`src/rtl/regfile_wb_arbiter_pkg.sv`:
```
// Shared CPU definitions for the writeback arbiter and register scoreboard.
package regfile_wb_arbiter_pkg;

    localparam int CPU_DW   = 32;
    localparam int CPU_AW   = 5;
    localparam int REG_ZERO = 0;

    // Records which writeback port won the most recent completed handshake.
    typedef enum logic {
        PORT0 = 1'b0,
        PORT1 = 1'b1
    } port_e;

endpackage

```
`src/rtl/regfile_wb_arbiter_scoreboard.sv`:
```
// Outstanding-producer scoreboard: one busy bit per architectural register.
module reg_scoreboard
    import regfile_wb_arbiter_pkg::*;
#(
    parameter int AW = CPU_AW
) (
    input  logic          clk,
    input  logic          rst,
    input  logic          set_en,
    input  logic [AW-1:0] set_addr,
    input  logic          clr_en,
    input  logic [AW-1:0] clr_addr,
    input  logic [AW-1:0] rs1,
    input  logic [AW-1:0] rs2,
    output logic          busy1,
    output logic          busy2
);

    localparam int NREG = 1 << AW;

    logic [NREG-1:0] busy;

    // The set is applied after the clear so an issue wins over a same-edge commit.
    always_ff @(posedge clk) begin
        if (rst) begin
            busy <= '0;
        end else begin
            if (clr_en && (clr_addr != AW'(REG_ZERO)))
                busy[clr_addr] <= 1'b0;
            if (set_en && (set_addr != AW'(REG_ZERO)))
                busy[set_addr] <= 1'b1;
        end
    end

    always_comb begin
        busy1 = (rs1 == AW'(REG_ZERO)) ? 1'b0 : busy[rs1];
        busy2 = (rs2 == AW'(REG_ZERO)) ? 1'b0 : busy[rs2];
    end

endmodule

```
`src/rtl/regfile_wb_arbiter.sv`:
```
// Two-port round-robin writeback arbiter with a registered regfile write port
// and a busy scoreboard that is cleared by the committed write.
module regfile_wb_arbiter
    import regfile_wb_arbiter_pkg::*;
#(
    parameter int DW = CPU_DW,
    parameter int AW = CPU_AW
) (
    input  logic          clk,
    input  logic          rst,
    input  logic          p0_valid,
    input  logic [AW-1:0] p0_addr,
    input  logic [DW-1:0] p0_data,
    output logic          p0_ready,
    input  logic          p1_valid,
    input  logic [AW-1:0] p1_addr,
    input  logic [DW-1:0] p1_data,
    output logic          p1_ready,
    input  logic          iss_valid,
    input  logic [AW-1:0] iss_addr,
    input  logic [AW-1:0] rs1,
    input  logic [AW-1:0] rs2,
    output logic          busy1,
    output logic          busy2,
    output logic [AW-1:0] wa,
    output logic [DW-1:0] wd,
    output logic          we
);

    port_e         last_grant;
    logic [AW-1:0] sel_addr;
    logic [DW-1:0] sel_data;

    // On contention the port that did not win last time is granted.
    always_comb begin
        p0_ready = 1'b0;
        p1_ready = 1'b0;
        if (!rst) begin
            if (p0_valid && p1_valid) begin
                if (last_grant == PORT0)
                    p1_ready = 1'b1;
                else
                    p0_ready = 1'b1;
            end else begin
                p0_ready = p0_valid;
                p1_ready = p1_valid;
            end
        end
        sel_addr = p1_ready ? p1_addr : p0_addr;
        sel_data = p1_ready ? p1_data : p0_data;
    end

    // Reset leaves PORT1 as last winner so the first contended grant goes to p0.
    always_ff @(posedge clk) begin
        if (rst) begin
            last_grant <= PORT1;
            we         <= 1'b0;
            wa         <= '0;
            wd         <= '0;
        end else begin
            we <= 1'b0;
            if (p0_ready || p1_ready) begin
                last_grant <= p1_ready ? PORT1 : PORT0;
                wa         <= sel_addr;
                wd         <= sel_data;
                we         <= (sel_addr != AW'(REG_ZERO));
            end
        end
    end

    reg_scoreboard #(
        .AW(AW)
    ) u_scoreboard (
        .clk      (clk),
        .rst      (rst),
        .set_en   (iss_valid),
        .set_addr (iss_addr),
        .clr_en   (we),
        .clr_addr (wa),
        .rs1      (rs1),
        .rs2      (rs2),
        .busy1    (busy1),
        .busy2    (busy2)
    );

endmodule

```
`config.mk`:
```
export PLATFORM = sky130hd
export DESIGN_NAME = regfile_wb_arbiter
export DESIGN_NICKNAME = d
export VERILOG_FILES = /design/src/rtl/regfile_wb_arbiter_pkg.sv /design/src/rtl/regfile_wb_arbiter_scoreboard.sv /design/src/rtl/regfile_wb_arbiter.sv
export SDC_FILE = /design/constraint.sdc
export NUM_CORES = 1
export LEC_CHECK = 0
export ABC_AREA = 1
export BUFFER_PORTS_ARGS = -buffer_cell sky130_fd_sc_hd__buf_2
export CAP_MARGIN = 25
export CORE_MARGIN = 10
export CORE_UTILIZATION = 40
export DETAILED_ROUTE_END_ITERATION = 8
export MAX_ROUTING_LAYER = met4
export PLACE_DENSITY = 0.66
export SKIP_CTS_REPAIR_TIMING = 1
export SYNTH_ARGS = -nofsm -noshare
export SYNTH_HDL_FRONTEND = slang
export SYNTH_HIERARCHICAL = 1
export SYNTH_SLANG_ARGS = --single-unit
```
`constraint.sdc`:
```
create_clock -name clk -period 1.6 [get_ports clk]
set_input_delay 0.4 -clock clk [delete_from_list [all_inputs] [get_ports clk]]
set_output_delay 0.4 -clock clk [all_outputs]
set_load 0.005 [all_outputs]
```
==> flow_summary_export.csv <==
group,metric,value,unit
clock_network,clock_latency,0.35,ns
global_route,grt_pass1_wl,23.0,mm
critical_path,crit_top_cell,"nand2_1",
clock_network,cts_buffers,9,
worst_hold_path,min_path_type,"input port to register",
timing,fin_setup_tns,-0.297,ns
critical_path,worst-r2r-setup-slack,0.19,ns
floorplanning,start_util,0.409,
routing,num_vias,4642,
timing,hold_violations,0,
power_and_ir_drop,p_int,2.97,mW
run_status,status,"finished, violations left",
critical_path,crit_arrival,1.36,ns
power_and_ir_drop,power,4.27,mW
power_and_ir_drop,pwr_density_cell,810,mW/mm²
routing,ant_nets,0,
timing,setup_viol,2,
timing,period_needed,1.76,ns
power_and_ir_drop,switching_share,0.306,
logic_synthesis,async_flop_share,0,
timing,rsz0062_at_grt,"true",
critical_path,start_kind,"register",
routing,drt_iter0_markers,415,
logic_synthesis,synth_top_flop_cell,"dfxtp_1",
critical_path,required,1.20,ns
routing,wl_per_cell,15.6,µm
routing,vias_per_cell,5.12,
routing,firstDrtPassIters,5,
routing,drc,0,
layout,fin_nets,865,
power_and_ir_drop,pwr-share-clk,0.326,
power_and_ir_drop,power.switching,1.31,mW
clock_network,clk_pin_slew,0.08,ns
critical_path,path_cells,"inv_2 -> nand2_1 -> nand3_1 -> nand2_2 -> nand2_1 -> nand2_1 -> inv_1 -> nand2_1 -> nand2_1 -> nand2_1 -> buf_2",
layout,syn2layout_area_growth,32.6,%
timing,fin_ws,-0.159,ns
floorplanning,ios,136,
logic_synthesis,syn_nets,710,
global_route,grt_usage,0.199,
clock_network,cts_tree,"built",
timing,slew_headroom,0.650,
logic_synthesis,ys_warn_count,6,
logic_synthesis,ys_seq_area_frac,0.357,
global_route,grt.overflow.total,0,
logic_synthesis,synth_cell_types,32,
global_route,grt_pass1_vias,4669,
timing,worstMarginPinSlew,0.521,ns
timing,fin_crit_sh,1.10,
critical_path,cp_top_family,"simple AND/OR/NAND/NOR gates",
logic_synthesis,synth_seq_cells,71,
critical_path,end_kind,"output port",
clock_network,clock_sinks,71,
power_and_ir_drop,power_frac_comb,0.217,
critical_path,max_stage_delay,0.33,ns
layout,fillCellCount,1002,
clock_network,clock-root-buffer,"clkbuf_8",
run,max_cap_violations,0,
critical_path,critPathMaxFanout,2,
logic_synthesis,synth_edf_count,0,
clock_network,htree_levels,3,
floorplanning,die_h,120,µm
critical_path,worst_path_max_delay_cell,"dfxtp_2",
layout,antenna_cells,0,
floorplanning,fp-row-count,36,
place,gp_congestion,0.926,
timing,drv_slew,0,
floorplanning,die_area,0.0143,mm²
power_and_ir_drop,p_seq_frac,0.458,
floorplanning,core-area,0.00973,mm²
layout,fin_util,0.542,
floorplanning,die_x,120,µm
power_and_ir_drop,p_leak,2.45,nW
place,port_buffers,135,
critical_path,criticalPathCategory,"register to output port",
place,hpwlAfterDp,10.9,mm
critical_path,path_buf_inv,3,
global_route,grt_max_degree,37,
timing,finClkSkew,0.00835,ns
logic_synthesis,syn_inst,616,
power_and_ir_drop,ir_drop,673,µV
run_status,violations,"setup timing",
timing,fmax,0.568,GHz
routing,wl,14.1,mm
layout,drive_above_1_share,0.372,
logic_synthesis,netlist_area,0.00398,mm²
global_route,antenna_found_initial,0,
clock_network,clockBufferDepth,2,
logic_synthesis,avgSynthCellArea,6.46,µm²
## state kept, by name, summed over array words and instances (netlist names)
name               cells
wa                     5
wd                    32
we                     1
u_scoreboard/busy     32
last_grant             1
## synthesized netlist by cell type (2+ instances only)
cell        n  area, µm²
nand2_1   165        619
nand3_1    82        410
dfxtp_1    71       1420
o21ai_1    61        305
inv_1      44        165
nor2_1     42        158
o21ai_0    33        165
a21oi_1    27        135
buf_2      16       80.1
inv_2      15       56.3
nor3_2      8       80.1
clkbuf_1    7       26.3
nor3_1      7       35.0
a31oi_1     6       37.5
o21ai_2     5       43.8
a21oi_2     4       35.0
buf_4       4       30.0
buf_6       2       22.5
clkinv_1    2       7.51
nand2_2     2       12.5
o211ai_1    2       15.0
## cell families (layout without fill, tap and decap cells)
logic type,Yosys count,in the layout,synth area share
AOI/OAI and AO/OA,140,140,0.189
buffers and inverters,92,250,0.106
DFF,71,71,0.357
and+or+nand+nor,313,313,0.347
## stage by stage
stage	cells	area [µm²]	setup slack (ns)	hold WS, ns
floorplan	616	3980	0.0141	0.429
global placement	887	4940	-0.124	0.451
detailed placement	887	4940	-0.153	0.457
CTS	901	5130	-0.245	0.278
global route	907	5280	-0.285	0.287
finish	907	5280	-0.159	0.295
## worst register-to-register path: stages (launching register included)
cell and delay [ns]:
dfxtp_1 0.51, inv_2 0.14, nor3_2 0.31, nand2_1 0.10, o21ai_1 0.15, a21oi_1 0.08
## metal layers
metal	vias to the layer above	global-route usage	wire, µm
met5	-	-	0
met4	0	0.0641	297
met3	28	0.0656	1250
met2	232	0.322	6560
met1	2046	0.230	6020
li1	2336	-	-
## placed cells by master, fill, tap and decap left out
| cell type | n |
|---|---|
| nand3_2 | 8 |
| nor3_2 | 8 |
| nor2_4 | 1 |
| o21ai_2 | 5 |
| nand2_4 | 1 |
| nand3_4 | 1 |
| clkinvlp_4 | 3 |
| or2_0 | 1 |
| clkinv_4 | 1 |
| clkbuf_8 | 9 |
| a21oi_2 | 4 |
| dfxtp_2 | 22 |
| nand3_1 | 74 |
| bufinv_16 | 1 |
| inv_2 | 34 |
| buf_4 | 35 |
| a211oi_1 | 1 |
| a21oi_1 | 27 |
| nand2_2 | 13 |
| o21ai_0 | 33 |
| nor2_1 | 42 |
| buf_12 | 5 |
| nand2_1 | 154 |
| o31ai_1 | 1 |
| nor2_2 | 1 |
| o21ai_1 | 61 |
| a31oi_1 | 6 |
| inv_1 | 27 |
| o211ai_1 | 2 |
| nand4_1 | 1 |
| nor3_1 | 7 |
| dfxtp_1 | 49 |
| buf_2 | 135 |
| nor3_4 | 1 |
## power by group through the flow
stage / sequential [mW] / combinational, mW / clock [mW]
global placement: 1.99 / 0.893 / 0
finish: 1.96 / 0.926 / 1.39
detailed placement: 1.99 / 0.899 / 0
CTS: 1.95 / 0.900 / 1.42
floorplan: 1.99 / 0.495 / 0
global route: 1.97 / 1.03 / 1.52
## cell type report
cell class	instances	area (µm²)	share of cell area
Timing Repair Buffer	175	1040	0.197
Clock buffer	9	124	0.0235
Multi-Input combinational cell	453	2210	0.419
Tap cell	133	166	0.0315
Sequential cell	71	1450	0.275
Clock inverter	5	61.3	0.0116
Inverter	61	229	0.0434
## worst paths after layout
path | from | to | cells after the start
setup reg to reg | wa[3] | u_scoreboard/busy[15] | 5
setup / recovery | u_scoreboard/busy[18] | busy2 | 11
hold / removal | p0_data[20] | wd[20] | 3
hold reg to reg | u_scoreboard/busy[0] | u_scoreboard/busy[0] | 2
(Power assumes the default switching activity.)
